`src/rtl/fetch_unit_if.sv`:
```
`default_nettype none
// ============================================================================
//  Module      : fetch_unit_if
//  Description : Memory read port and control-unit handshake of the fetch unit.
//  Revision    : 1.0 - initial release
// ============================================================================
interface fetch_unit_if #(
  parameter int ADDR_W = 8
);
  logic              mem_rd;
  logic [ADDR_W-1:0] mem_addr;
  logic [15:0]       mem_data;
  logic [15:0]       inst;
  logic              inst_valid;
  logic              done;

  modport master (
    output mem_rd, mem_addr, inst, inst_valid,
    input  mem_data, done
  );

  modport slave (
    input  mem_rd, mem_addr, inst, inst_valid,
    output mem_data, done
  );
endinterface
`default_nettype wire

```
`src/rtl/fetch_unit.sv`:
```
`default_nettype none
// ============================================================================
//  Module      : fetch_unit
//  Description : Sequential instruction fetcher: fetch, wait, issue until done.
//  Revision    : 1.0 - initial release
// ============================================================================
module fetch_unit #(
  parameter int          ADDR_W    = 8,
  parameter logic [15:0] HALT_INST = 16'hFFFF
) (
  input  wire               clk,
  input  wire               reset,
  input  wire               start,
  input  wire               halt_req,
  fetch_unit_if.master      bus,
  output logic [ADDR_W-1:0] pc,
  output logic              running,
  output logic              halted,
  output logic [15:0]       inst_count
);

  typedef enum logic [2:0] {
    S_IDLE   = 3'd0,
    S_FETCH  = 3'd1,
    S_WAIT   = 3'd2,
    S_ISSUE  = 3'd3,
    S_HALTED = 3'd4
  } state_t;

  localparam logic [ADDR_W-1:0] c_pc_one  = {{(ADDR_W-1){1'b0}}, 1'b1};
  localparam logic [15:0]       c_cnt_max = 16'hFFFF;

  state_t            r_state;
  state_t            w_next;
  logic [ADDR_W-1:0] r_pc;
  logic [15:0]       r_inst;
  logic [15:0]       r_count;
  logic              r_inst_valid;
  logic              r_mem_rd;
  logic              r_running;
  logic              r_halted;
  logic              r_halt_pend;
  logic              w_stop;

  // A halt request arriving in the same cycle as done still takes effect.
  assign w_stop = r_halt_pend | halt_req;

  always_comb begin
    w_next = r_state;
    case (r_state)
      S_IDLE, S_HALTED: if (start) w_next = S_FETCH;
      S_FETCH:          w_next = S_WAIT;
      S_WAIT:           w_next = (bus.mem_data == HALT_INST) ? S_HALTED : S_ISSUE;
      S_ISSUE:          if (bus.done) w_next = w_stop ? S_HALTED : S_FETCH;
      default:          w_next = S_IDLE;
    endcase
  end

  always_ff @(posedge clk or posedge reset) begin
    if (reset) begin
      r_state      <= S_IDLE;
      r_pc         <= '0;
      r_inst       <= '0;
      r_count      <= '0;
      r_inst_valid <= 1'b0;
      r_mem_rd     <= 1'b0;
      r_running    <= 1'b0;
      r_halted     <= 1'b0;
      r_halt_pend  <= 1'b0;
    end else begin
      r_state      <= w_next;
      r_mem_rd     <= (w_next == S_FETCH);
      r_inst_valid <= (w_next == S_ISSUE);
      r_running    <= (w_next == S_FETCH) || (w_next == S_WAIT) || (w_next == S_ISSUE);
      r_halted     <= (w_next == S_HALTED);

      case (r_state)
        S_IDLE, S_HALTED: begin
          if (start) begin
            r_pc        <= '0;
            r_count     <= '0;
            r_halt_pend <= 1'b0;
          end
        end
        S_FETCH: begin
          if (halt_req) r_halt_pend <= 1'b1;
        end
        S_WAIT: begin
          if (halt_req) r_halt_pend <= 1'b1;
          r_inst <= bus.mem_data;
        end
        S_ISSUE: begin
          if (halt_req) r_halt_pend <= 1'b1;
          if (bus.done) begin
            r_pc <= r_pc + c_pc_one;
            if (r_count != c_cnt_max) r_count <= r_count + 16'd1;
          end
        end
        default: ;
      endcase
    end
  end

  assign bus.mem_rd     = r_mem_rd;
  assign bus.mem_addr   = r_pc;
  assign bus.inst       = r_inst;
  assign bus.inst_valid = r_inst_valid;
  assign pc             = r_pc;
  assign running        = r_running;
  assign halted         = r_halted;
  assign inst_count     = r_count;

endmodule
`default_nettype wire

```
`src/flat_wrapper.sv`:
```
// flat-port wrapper written by rule: the top's interface ports become plain ports
module fetch_unit_flat 
#(
  parameter int          ADDR_W    = 8,
  parameter logic [15:0] HALT_INST = 16'hFFFF
)
  (clk, reset, start, halt_req, pc, running, halted, inst_count, bus_mem_rd, bus_mem_addr, bus_inst, bus_inst_valid, bus_mem_data, bus_done);
  fetch_unit_if #(.ADDR_W(ADDR_W)) bus_i ();
  input  wire clk;
  input  wire reset;
  input  wire start;
  input  wire halt_req;
  output logic [ADDR_W-1:0] pc;
  output logic running;
  output logic halted;
  output logic [15:0] inst_count;
  output wire logic [$bits(bus_i.mem_rd)-1:0] bus_mem_rd;
  output wire logic [$bits(bus_i.mem_addr)-1:0] bus_mem_addr;
  output wire logic [$bits(bus_i.inst)-1:0] bus_inst;
  output wire logic [$bits(bus_i.inst_valid)-1:0] bus_inst_valid;
  input wire logic [$bits(bus_i.mem_data)-1:0] bus_mem_data;
  input wire logic [$bits(bus_i.done)-1:0] bus_done;
  assign bus_mem_rd = bus_i.mem_rd;
  assign bus_mem_addr = bus_i.mem_addr;
  assign bus_inst = bus_i.inst;
  assign bus_inst_valid = bus_i.inst_valid;
  assign bus_i.mem_data = bus_mem_data;
  assign bus_i.done = bus_done;
  fetch_unit #(.ADDR_W(ADDR_W), .HALT_INST(HALT_INST)) u_core (.clk(clk), .reset(reset), .start(start), .halt_req(halt_req), .bus(bus_i), .pc(pc), .running(running), .halted(halted), .inst_count(inst_count));
endmodule
```
`config.mk`:
```
export PLATFORM = sky130hd
export DESIGN_NAME = fetch_unit_flat
export DESIGN_NICKNAME = d
export VERILOG_FILES = /design/src/rtl/fetch_unit_if.sv /design/src/rtl/fetch_unit.sv /design/src/flat_wrapper.sv
export SDC_FILE = /design/constraint.sdc
export NUM_CORES = 1
export LEC_CHECK = 0
export CORE_ASPECT_RATIO = 0.6
export CORE_MARGIN = 1.5
export CORE_UTILIZATION = 48
export CTS_BUF_LIST = sky130_fd_sc_hd__clkbuf_4 sky130_fd_sc_hd__clkbuf_8
export CTS_CLUSTER_SIZE = 24
export DETAILED_ROUTE_END_ITERATION = 7
export GPL_TIMING_DRIVEN = 0
export PLACE_DENSITY = 0.82
export SLEW_MARGIN = 20
export SYNTH_ARGS = -nofsm -noshare
export SYNTH_HDL_FRONTEND = slang
export SYNTH_SLANG_ARGS = --single-unit
```
`constraint.sdc`:
```
create_clock -name clk -period 2.5 [get_ports clk]
set_input_delay 0.375 -clock clk [delete_from_list [all_inputs] [get_ports clk]]
set_output_delay 0.375 -clock clk [all_outputs]
set_load 0.02 [all_outputs]
```
==> results_dict.tcl <==
set metrics [dict create \
    status "finished clean" \
    firstDrtPassIters 4 \
    track_usage 0.233 \
    rsz0062_at_grt "no" \
    clk_path_buf_depth 2 \
    syn-instance-count 213 \
    die_w_um 93.7 \
    r2r-end "u_core.bus.mem_addr[2]$_DFFE_PP0P_" \
    slew_headroom 0.488 \
    p_clk_frac 0.173 \
    p_sw_mw 1.21 \
    synth_edf_count 0 \
    fin_crit_sh 0.840 \
    ctsResizeCount 0 \
    arrival_ns 2.27 \
    hold_class "primary input to asynchronous set/reset pin" \
    route.met2.wl_mm 2.47 \
    pwr-share-comb 0.473 \
    drt_iter0_drc 110 \
    syn_to_final_growth_pct 39.3 \
    ant_nets 0 \
    cp-start-kind "primary input" \
    ys_async_sr_fraction 1.00 \
    floorplan.initialDensity 0.509 \
    ys_seq_area_frac 0.507 \
    finalCriticalPeriod_ns 2.10 \
    io_pins 73 \
    rr_startpoint "u_core.r_state[0]$_DFF_PP0_" \
    drv_cap 0 \
    cp_max_fo 10 \
    m1WireLength_mm 2.83 \
    hold_violations 0 \
    grt_pass1_vias 1880 \
    cts_tree "yes" \
    final_net_count 316 \
    cts_hold_buf 0 \
    place_ws_ns 0.0413 \
    dp_hpwl_mm 4.33 \
    die_h_um 57.4 \
    route.detailed.drc 0 \
    fin_setup_tns_ns 0 \
    max_freq_ghz 0.476 \
    power_frac_seq 0.355 \
    tightest_slew_ns 0.761 \
    fin_skew_ns 0.00601 \
    vias 2004 \
    dr_wl_met3_um 373 \
    swShare 0.365 \
    post_cts_buffers 0 \
    setup_viol 0 \
    insertion_delay_ns 0.31 \
    drive_gt1_frac 0.184 \
    crit_required_ns 2.67 \
    synth_nets 236 \
    path_clk_slew_ns 0.09 \
    syn_area_per_cell_um2 11.1 \
    clock-sinks 48 \
    cts_root_buffer "clkbuf_8" \
    antenna_found_initial 0 \
    n_antenna_cell 0 \
    grt_pass1_wl_mm 9.45 \
    coreArea_um2 4660 \
    cts_buffers 5 \
    most-common-layout-cells "clkdlybuf4s50_1 (72), dfrtp_1 (48), nor2_1 (20)" \
    rrSetupSlack_ns 0.42 \
    fin_ws_ns 0.399 \
    gp_congestion 0.832 \
    synth_cell_types 53 \
    viasPerCell 5.61 \
    synthFlopType "dfrtp_1" \
    routed_wirelength_mm 5.73 \
    grt_max_degree 34 \
    final_common_cell "clkdlybuf4s50_1" \
    num_rows 19 \
    vdd_ir_drop_max_uv 833 \
    ys_ff_latch 48 \
    power.leakage_nw 1.37 \
    dieArea_um2 5380 \
    wl_per_cell_um 16.1 \
    grt-ovfl-total 0 \
    yosysWarnings 0 \
    power.density_nw_per_um2 1000 \
    h-tree-depth 2 \
    cp-end-kind "register" \
    reg2reg_depth 5 \
    power_mw 3.30 \
    slew_viol_final 0 \
    top_layer_used "met4" \
    numPortBuffers 72 \
    path_class "primary input to register" \
    p_int_mw 2.09 \
    syn_area_um2 2370 \
]
[sequential cells by signal (all words and copies together), names as in the netlist]
register / count
u_core.bus.mem_addr: 8
u_core.inst_count: 16
u_core.r_halt_pend: 1
u_core.bus.inst_valid: 1
u_core.bus.inst: 16
u_core.r_state: 3
u_core.bus.mem_rd: 1
u_core.running: 1
u_core.halted: 1
[cell type report]
class / count / area, µm²
fillers: 356 / 1360
clock buffers: 6 / 76.3
repair buffers: 73 / 741
well taps: 63 / 78.8
flip-flops and latches: 48 / 1200
plain buffers: 16 / 110
clock inverters: 2 / 35.0
multi-input cells: 146 / 1050
inverters: 3 / 11.3
[routing by layer]
layer / global-route usage / vias to the layer above
li1: - / 930
met1: 0.345 / 994
met2: 0.339 / 75
met3: 0.0600 / 5
met4: 0.0661 / 0
met5: 0 / -
[logic make-up (layout without fill, tap and decap cells)]
group           Yosys count  count (layout)  share of synthesized area
mux                      16              16                     0.0760
fa+ha+maj                 2               2                     0.0106
buf+inv                  19             100                     0.0512
flops                    48              48                      0.507
simple gates             78              78                      0.197
xor+xnor                 12              12                     0.0443
compound gates           38              38                      0.115
[worst max-delay path by stage]
stage | startpoint | end | slack, ns
floorplan | u_core.inst_count[8]$_DFFE_PP0P_ | u_core.inst_count[15]$_DFFE_PP0P_ | 0.62
global placement | reset | u_core.halted$_DFF_PP0_ | 0.06
detailed placement | start | u_core.inst_count[14]$_DFFE_PP0P_ | 0.04
CTS | start | u_core.inst_count[14]$_DFFE_PP0P_ | 0.37
global route | start | u_core.inst_count[14]$_DFFE_PP0P_ | 0.23
finish | start | u_core.bus.mem_addr[2]$_DFFE_PP0P_ | 0.40
[cell usage after synthesis, types with 3 or more instances]
cell type	number	area (µm²)
a21oi_1	10	50.1
nand3_1	4	20.0
o22ai_1	3	18.8
inv_1	3	11.3
dfrtp_1	48	1200
nor2_1	20	75.1
nor3_1	4	20.0
o21ai_0	7	35.0
nand4_1	9	56.3
buf_4	9	67.6
xor2_1	7	61.3
nand2_1	16	60.1
xnor2_1	5	43.8
mux2_2	16	180
clkbuf_1	4	15.0
[critical path, cell delays in order]
cell and delay [ns]:
clkdlybuf4s50_1 0.54, nor3b_4 0.32, clkbuf_1 0.47, clkbuf_1 0.46, nor2_1 0.10
[per-stage QoR]
step,instances,hold slack (ns),utilization,area (µm²)
2_1_floorplan,213,0.482,-,2370
3_3_place_gp,348,0.490,0.680,3170
3_5_place_dp,349,0.494,0.685,3190
4_1_cts,357,0.366,0.709,3300
5_1_grt,357,0.404,0.709,3300
6_report,357,0.356,0.709,3300
[power by group through the flow]
stage | Clock (mW) | Sequential, mW | Combinational (mW)
floorplan | 0 | 1.42 | 0.672
global placement | 0 | 1.17 | 1.53
detailed placement | 0 | 1.19 | 1.56
CTS | 0.578 | 1.17 | 1.57
global route | 0.608 | 1.20 | 1.67
finish | 0.570 | 1.17 | 1.56
Note: power is estimated with default switching activity, not from simulation.
